**config.mk**
```make
export PLATFORM = sky130hd
export DESIGN_NAME = char_pixel_gen
export DESIGN_NICKNAME = d
export VERILOG_FILES = /design/src/rtl/vga_pkg.sv /design/src/rtl/sig_delay.sv /design/src/rtl/char_pixel_gen.sv
export SDC_FILE = /design/constraint.sdc
export NUM_CORES = 1
export LEC_CHECK = 0
export ABC_AREA = 0
export BUFFER_PORTS_ARGS = -buffer_cell sky130_fd_sc_hd__buf_2
export CAP_MARGIN = 20
export CORE_MARGIN = 8
export CORE_UTILIZATION = 48
export CTS_BUF_LIST = sky130_fd_sc_hd__clkbuf_8
export DETAILED_ROUTE_END_ITERATION = 10
export PLACE_DENSITY = 0.81
export SETUP_SLACK_MARGIN = 0.4
export SYNTH_ARGS = -nofsm -noshare
export SYNTH_HDL_FRONTEND = slang
export SYNTH_HIERARCHICAL = 1
export SYNTH_SLANG_ARGS = --single-unit
```
**constraint.sdc**
```tcl
create_clock -name clk -period 2.9 [get_ports clk]
set_clock_uncertainty 0.1 [all_clocks]
set_input_delay 0.58 -clock clk [delete_from_list [all_inputs] [get_ports clk]]
set_output_delay 0.58 -clock clk [all_outputs]
set_load 0.05 [all_outputs]
```
**src/rtl/vga_pkg.sv**
```systemverilog
// Shared VGA constants: glyph geometry, colour width, 800x600@60 timing and helpers.
package vga_pkg;

    localparam int unsigned CNT_W   = 12;
    localparam int unsigned GLYPH_W = 8;
    localparam int unsigned GLYPH_H = 16;
    localparam int unsigned RGB_W   = 12;

    localparam int unsigned H_VISIBLE = 800;
    localparam int unsigned H_FRONT   = 40;
    localparam int unsigned H_SYNC    = 128;
    localparam int unsigned H_BACK    = 88;
    localparam int unsigned H_TOTAL   = H_VISIBLE + H_FRONT + H_SYNC + H_BACK;
    localparam int unsigned V_VISIBLE = 600;
    localparam int unsigned V_FRONT   = 1;
    localparam int unsigned V_SYNC    = 4;
    localparam int unsigned V_BACK    = 23;
    localparam int unsigned V_TOTAL   = V_VISIBLE + V_FRONT + V_SYNC + V_BACK;

    localparam logic [RGB_W-1:0] RGB_BLACK = 12'h000;

    // start <= pos < start+len, evaluated one bit wider so a span near the top clips instead of wrapping
    function automatic logic in_span(input logic [CNT_W-1:0] pos,
                                     input logic [CNT_W-1:0] start,
                                     input int unsigned      len);
        logic [CNT_W:0] p;
        logic [CNT_W:0] s;
        p = {1'b0, pos};
        s = {1'b0, start};
        return (p >= s) && (p < s + (CNT_W+1)'(len));
    endfunction

endpackage

```
**src/rtl/sig_delay.sv**
```systemverilog
// Fixed-depth shift register with synchronous reset to a programmable value.
module sig_delay #(
    parameter int unsigned     WIDTH   = 1,
    parameter int unsigned     DEPTH   = 1,
    parameter logic [WIDTH-1:0] RST_VAL = '0
) (
    input  logic             clk,
    input  logic             rst,
    input  logic [WIDTH-1:0] d,
    output logic [WIDTH-1:0] q
);

    logic [WIDTH-1:0] stage_q [DEPTH];
    logic [WIDTH-1:0] stage_d [DEPTH];

    always_comb begin
        stage_d[0] = d;
        for (int unsigned i = 1; i < DEPTH; i++) begin
            stage_d[i] = stage_q[i-1];
        end
    end

    always_ff @(posedge clk) begin
        if (rst) begin
            for (int unsigned i = 0; i < DEPTH; i++) begin
                stage_q[i] <= RST_VAL;
            end
        end else begin
            stage_q <= stage_d;
        end
    end

    assign q = stage_q[DEPTH-1];

endmodule

```
**src/rtl/char_pixel_gen.sv**
```systemverilog
// Turns a font ROM row byte into RGB for one glyph box, with syncs delayed to match.
module char_pixel_gen #(
    parameter int unsigned ROM_LAT   = 1,
    parameter int unsigned GLYPH_W   = vga_pkg::GLYPH_W,
    parameter int unsigned GLYPH_H   = vga_pkg::GLYPH_H,
    parameter int unsigned RGB_W     = vga_pkg::RGB_W,
    parameter logic        SYNC_IDLE = 1'b1
) (
    input  logic                       clk,
    input  logic                       rst,
    input  logic [vga_pkg::CNT_W-1:0]  hcnt,
    input  logic [vga_pkg::CNT_W-1:0]  vcnt,
    input  logic [vga_pkg::CNT_W-1:0]  loc_x,
    input  logic [vga_pkg::CNT_W-1:0]  loc_y,
    input  logic                       video_on,
    input  logic                       hsync_i,
    input  logic                       vsync_i,
    input  logic                       char_en,
    input  logic [GLYPH_W-1:0]         rom_data,
    input  logic [RGB_W-1:0]           fg_color,
    input  logic [RGB_W-1:0]           bg_color,
    output logic [RGB_W-1:0]           rgb_o,
    output logic                       hsync_o,
    output logic                       vsync_o,
    output logic                       pix_on_o
);

    localparam int unsigned COL_W = $clog2(GLYPH_W);
    localparam int unsigned TAG_W = COL_W + 4;
    localparam logic [TAG_W-1:0] TAG_RST = {1'b0, {COL_W{1'b0}}, 1'b0, SYNC_IDLE, SYNC_IDLE};

    logic             in_box_c;
    logic [COL_W-1:0] col_c;
    logic [TAG_W-1:0] tag_s0;
    logic [TAG_W-1:0] tag_sel;

    logic             in_box_s;
    logic [COL_W-1:0] col_s;
    logic             video_on_s;
    logic             hsync_s;
    logic             vsync_s;

    logic [COL_W-1:0] px_idx;
    logic             px_bit;

    logic [RGB_W-1:0] rgb_d,    rgb_q;
    logic             pix_on_d, pix_on_q;
    logic             hsync_d,  hsync_q;
    logic             vsync_d,  vsync_q;

    // S0: glyph box test and column within the glyph, same cycle as hcnt/vcnt
    always_comb begin
        col_c    = COL_W'(hcnt - loc_x);
        in_box_c = char_en
                 && vga_pkg::in_span(hcnt, loc_x, GLYPH_W)
                 && vga_pkg::in_span(vcnt, loc_y, GLYPH_H);
    end

    assign tag_s0 = {in_box_c, col_c, video_on, hsync_i, vsync_i};

    sig_delay #(
        .WIDTH   (TAG_W),
        .DEPTH   (ROM_LAT),
        .RST_VAL (TAG_RST)
    ) u_tag_dly (
        .clk (clk),
        .rst (rst),
        .d   (tag_s0),
        .q   (tag_sel)
    );

    assign {in_box_s, col_s, video_on_s, hsync_s, vsync_s} = tag_sel;

    // Select: MSB of the ROM row is the leftmost pixel; ROM byte is only looked at inside the box
    always_comb begin
        rgb_d    = RGB_W'(vga_pkg::RGB_BLACK);
        pix_on_d = 1'b0;
        hsync_d  = hsync_s;
        vsync_d  = vsync_s;
        px_idx   = COL_W'(GLYPH_W - 1) - col_s;
        px_bit   = 1'b0;
        if (video_on_s) begin
            rgb_d = bg_color;
            if (in_box_s) begin
                px_bit = rom_data[px_idx];
                if (px_bit) begin
                    rgb_d    = fg_color;
                    pix_on_d = 1'b1;
                end
            end
        end
    end

    always_ff @(posedge clk) begin
        if (rst) begin
            rgb_q    <= '0;
            pix_on_q <= 1'b0;
            hsync_q  <= SYNC_IDLE;
            vsync_q  <= SYNC_IDLE;
        end else begin
            rgb_q    <= rgb_d;
            pix_on_q <= pix_on_d;
            hsync_q  <= hsync_d;
            vsync_q  <= vsync_d;
        end
    end

    assign rgb_o    = rgb_q;
    assign pix_on_o = pix_on_q;
    assign hsync_o  = hsync_q;
    assign vsync_o  = vsync_q;

endmodule

```
==> key figures <==
Timing
  • Fin crit share: ~84%
  • RSZ-0062 raised after global routing: false
  • Final max-slew violation count: 0
  • Number of endpoints failing setup at the final stage: 0
  • Setup Total Neg Slack: 0 ns
  • Hold Vio Cnt, Final: 0
  • Worst Max-Slew Pin Slew: 0.617 ns
  • Max transition margin: about 58%
  • Fin crit period: 2.43 ns
  • Slack of the critical path: 0.474 ns
  • Maximum operating frequency: 412 MHz

Synthesis
  • Fraction of the mapped netlist area in compound gates: 13.2%
  • Average cell area after synthesis: between 8 and 9 um^2
  • Net Count, Synth: approximately 360
  • Ys flop type: sky130_fd_sc_hd__dfxtp_1
  • Post-synthesis register bit count: 22
  • Synthesized-area fraction occupied by xor and xnor cells: approximately 6.0%
  • Area fraction in and, or, nand and nor cells after synthesis: 16.5%
  • Portion of synthesized cell area occupied by the leading cell type: about a quarter
  • Most area-consuming cells after synthesis: sky130_fd_sc_hd__ha_1 26%, sky130_fd_sc_hd__dfxtp_1 21%, sky130_fd_sc_hd__mux2i_1 5.9%
  • Post-synthesis share of cell area spent on full adders, half adders and majority gates: 27.2%
  • Area of the mapped netlist: a little over 2000 um^2
  • Synth async-reset ratio: 0%
  • Gate count after technology mapping: around 230
  • Fraction of synthesized area in multiplexers: under 10%
  • Number of distinct library cell variants in the gate-level netlist after synthesis: just over 40
  • Share of the yosys chip area belonging to registers: between 20% and 30%
  • List of most frequent post-synthesis cells: 43 x sky130_fd_sc_hd__ha_1, 29 x sky130_fd_sc_hd__inv_1, 22 x sky130_fd_sc_hd__dfxtp_1, 20 x sky130_fd_sc_hd__nor2_1, 13 x sky130_fd_sc_hd__xnor2_1
  • Post-synth top area cell: sky130_fd_sc_hd__ha_1
  • Cell with the most instances after synthesis: sky130_fd_sc_hd__ha_1
  • Yosys warning count: 6
  • Number of flops mapped to enable cells by yosys: 0
  • Dominant combinational cell family by area after synthesis: adder cells

Route
  • Initial drt markers: 64
  • Total number of vias: between 1500 and 2000
  • Number of iterations in the first detailed-routing pass: 4
  • DRC errors left: 0
  • WL per Instance: 15.0 um
  • DR vias/cell: around 5.2
  • Total Wirelength: between 5000 and 6000 um
  • Post-route ant nets: 0

Global route
  • Global-route met2 utilization: around 30%
  • Via count of the first global-routing pass: about 2200
  • Busiest metal layer after global routing: met2
  • Global-route met3 utilization: 3.64%
  • Initial antenna violation count: 0
  • Global-route wire length before repair: 9030 um
  • Met1 Usage GRT: between 10% and 20%
  • Overall track demand over capacity in global routing: 16.7%
  • Overflow left after global routing: 0
  • Pin count of the biggest net entering global routing: 14

Worst hold path
  • Worst Hold Depth: 1
  • Start point of the worst hold path: u_tag_dly/q[1]
  • Path class of the lowest-slack min-delay path: flip-flop to flip-flop
  • Worst hold path endpoint: hsync_o

Power and ir drop
  • PwrDens: ~340 nW/um^2
  • Cell leakage power: around 1.6 nW
  • Overall Power: 0.929 mW
  • Highest ir drop seen on vdd: between 0.15 and 0.2 mV

Clock tree
  • H-tree levels: 1
  • Clock network latency to the later pin of the worst-skew pair: between 0.2 and 0.3 ns
  • Max Buffers Root-to-Sink: 2
  • Post-CTS Hold Fix Bufs: 0
  • CTS tree: built
  • Clock buffers created by TritonCTS: 3
  • Reg clk slew, reported paths: about 0.080 ns
  • Clock root buffer master: sky130_fd_sc_hd__clkbuf_8
  • Total number of clock tree sinks: 22

Placed design
  • Area after detailed placement: 2590 um^2
  • Setup WS pre-CTS: 0.109 ns
  • Number of buffers added on ports: 100
  • Weighted congestion reported at the end of routability-driven placement: ~0.84
  • HPWL Detailed: roughly 4700 um

Floorplan
  • Number of placed I/O pins: roughly 100
  • Die area: between 6000 and 7000 um^2
  • Width of the chip: around 81 um
  • Core footprint: between 4000 and 5000 um^2
  • Die height: about 81 um
  • Floorplan row count: 23
  • Initial Util: approximately half

Worst setup path
  • FF-to-FF setup slack: 0.92 ns
  • RR Startpoint: u_tag_dly/q[3]
  • Data arrival at the endpoint of the critical path: around 2.5 ns
  • Worst Setup End Kind: flip-flop
  • Endpoint of the most critical register-to-register path: rgb_o[9]
  • Depth of the worst register-to-register path: 5
  • Max FO, Critical Path: 4
  • Worst path required time: around 3.0 ns
  • Critical path type: input pin to flip-flop
  • Worst setup path start: loc_x[7]
  • Kind of start point of the critical path: input pin

Layout
  • Share of final-layout standard cells stronger than drive strength 1: a little under two fifths
  • Area delta synth->final: 35.3%
  • Ant diodes: 0
  • Net count of the finished layout: around 460
  • Final cell area excluding filler cells: 2770 um^2

Flow run
  • Count of maximum capacitance violations: 0

Outcome
  • Outcome: finished clean
-- layout make-up --
class | count | area (um^2)
multi-input cells | 175 | 1570
fillers | 323 | 1280
repair buffers | 101 | 518
flip-flops and latches | 22 | 440
inverters | 29 | 109
well taps | 50 | 62.6
clock buffers | 3 | 41.3
clock inverters | 1 | 30.0
-- report_power, final --
group	switching, mW	leakage (nW)	internal, mW
Sequential	0.00450	0.180	0.314
Clock	0.104	0.0357	0.185
Combinational	0.166	1.34	0.156
Total	0.274	1.55	0.655
-- per-stage QoR --
stage | hold slack, ns | std cells | utilization [%]
2_1_floorplan | 0.289 | 228 | -
3_3_place_gp | 0.292 | 376 | 63.8
3_5_place_dp | 0.299 | 376 | 63.8
4_1_cts | 0.321 | 380 | 65.8
5_1_grt | 0.350 | 381 | 68.4
6_report | 0.319 | 381 | 68.4
-- cell usage in the layout, fill, tap and decap left out, types with 7 or more instances in the layout --
cell type                  n
sky130_fd_sc_hd__xnor2_1  13
sky130_fd_sc_hd__inv_1    29
sky130_fd_sc_hd__nand3_1   8
sky130_fd_sc_hd__buf_2    96
sky130_fd_sc_hd__ha_1     41
sky130_fd_sc_hd__mux2i_1  12
sky130_fd_sc_hd__dfxtp_1  22
sky130_fd_sc_hd__a21o_1   10
sky130_fd_sc_hd__nor2_1   18
sky130_fd_sc_hd__a21oi_1   7
-- critical path: stages --
cell                       delay, ns
sky130_fd_sc_hd__buf_4          0.12
sky130_fd_sc_hd__and3_4         0.21
sky130_fd_sc_hd__nand3_4        0.09
sky130_fd_sc_hd__nor3_4         0.17
sky130_fd_sc_hd__xnor2_1        0.09
sky130_fd_sc_hd__ha_1           0.32
sky130_fd_sc_hd__a21o_1         0.18
sky130_fd_sc_hd__a21oi_2        0.12
sky130_fd_sc_hd__o221a_2        0.20
sky130_fd_sc_hd__o21ai_2        0.06
sky130_fd_sc_hd__nor4bb_2       0.25
sky130_fd_sc_hd__nor2b_1        0.15
-- layer usage --
layer / part of all wire [%] / up-vias
met5: 0 / -
met4: 1.8 / 0
met3: 8.4 / 7
met2: 49 / 79
met1: 41 / 872
li1: - / 1023
-- cells by family after synthesis --
family / Yosys count
adders and majority gates: 44
buffers and inverters: 31
DFF: 22
and+or+nand+nor: 62
muxes: 15
AOI/OAI and AO/OA: 40
xor gates and xnor gates: 14
-- worst max-delay path by stage --
stage | endpoint | slack (ns) | depth (start not counted)
2_1_floorplan | u_tag_dly/q[6] | 0.44 | 11
3_3_place_gp | u_tag_dly/q[6] | 0.19 | 12
3_5_place_dp | u_tag_dly/q[6] | 0.11 | 12
4_1_cts | u_tag_dly/q[6] | 0.42 | 10
5_1_grt | u_tag_dly/q[6] | 0.37 | 12
6_report | u_tag_dly/q[6] | 0.47 | 12
-- sequential cells by signal, indices dropped and copies added, names as in the netlist --
register and cells:
hsync_o 1, vsync_o 1, u_tag_dly/q 7, pix_on_o 1, rgb_o 12
-- timing repair --
item / 4_1_cts / 5_1_grt
gates resized for setup: 2 / 25
setup buffers: 0 / 1
pin swaps: 1 / 10
endpoints found under the setup margin: 1 / 1
Power figures use the tool's default switching activity.
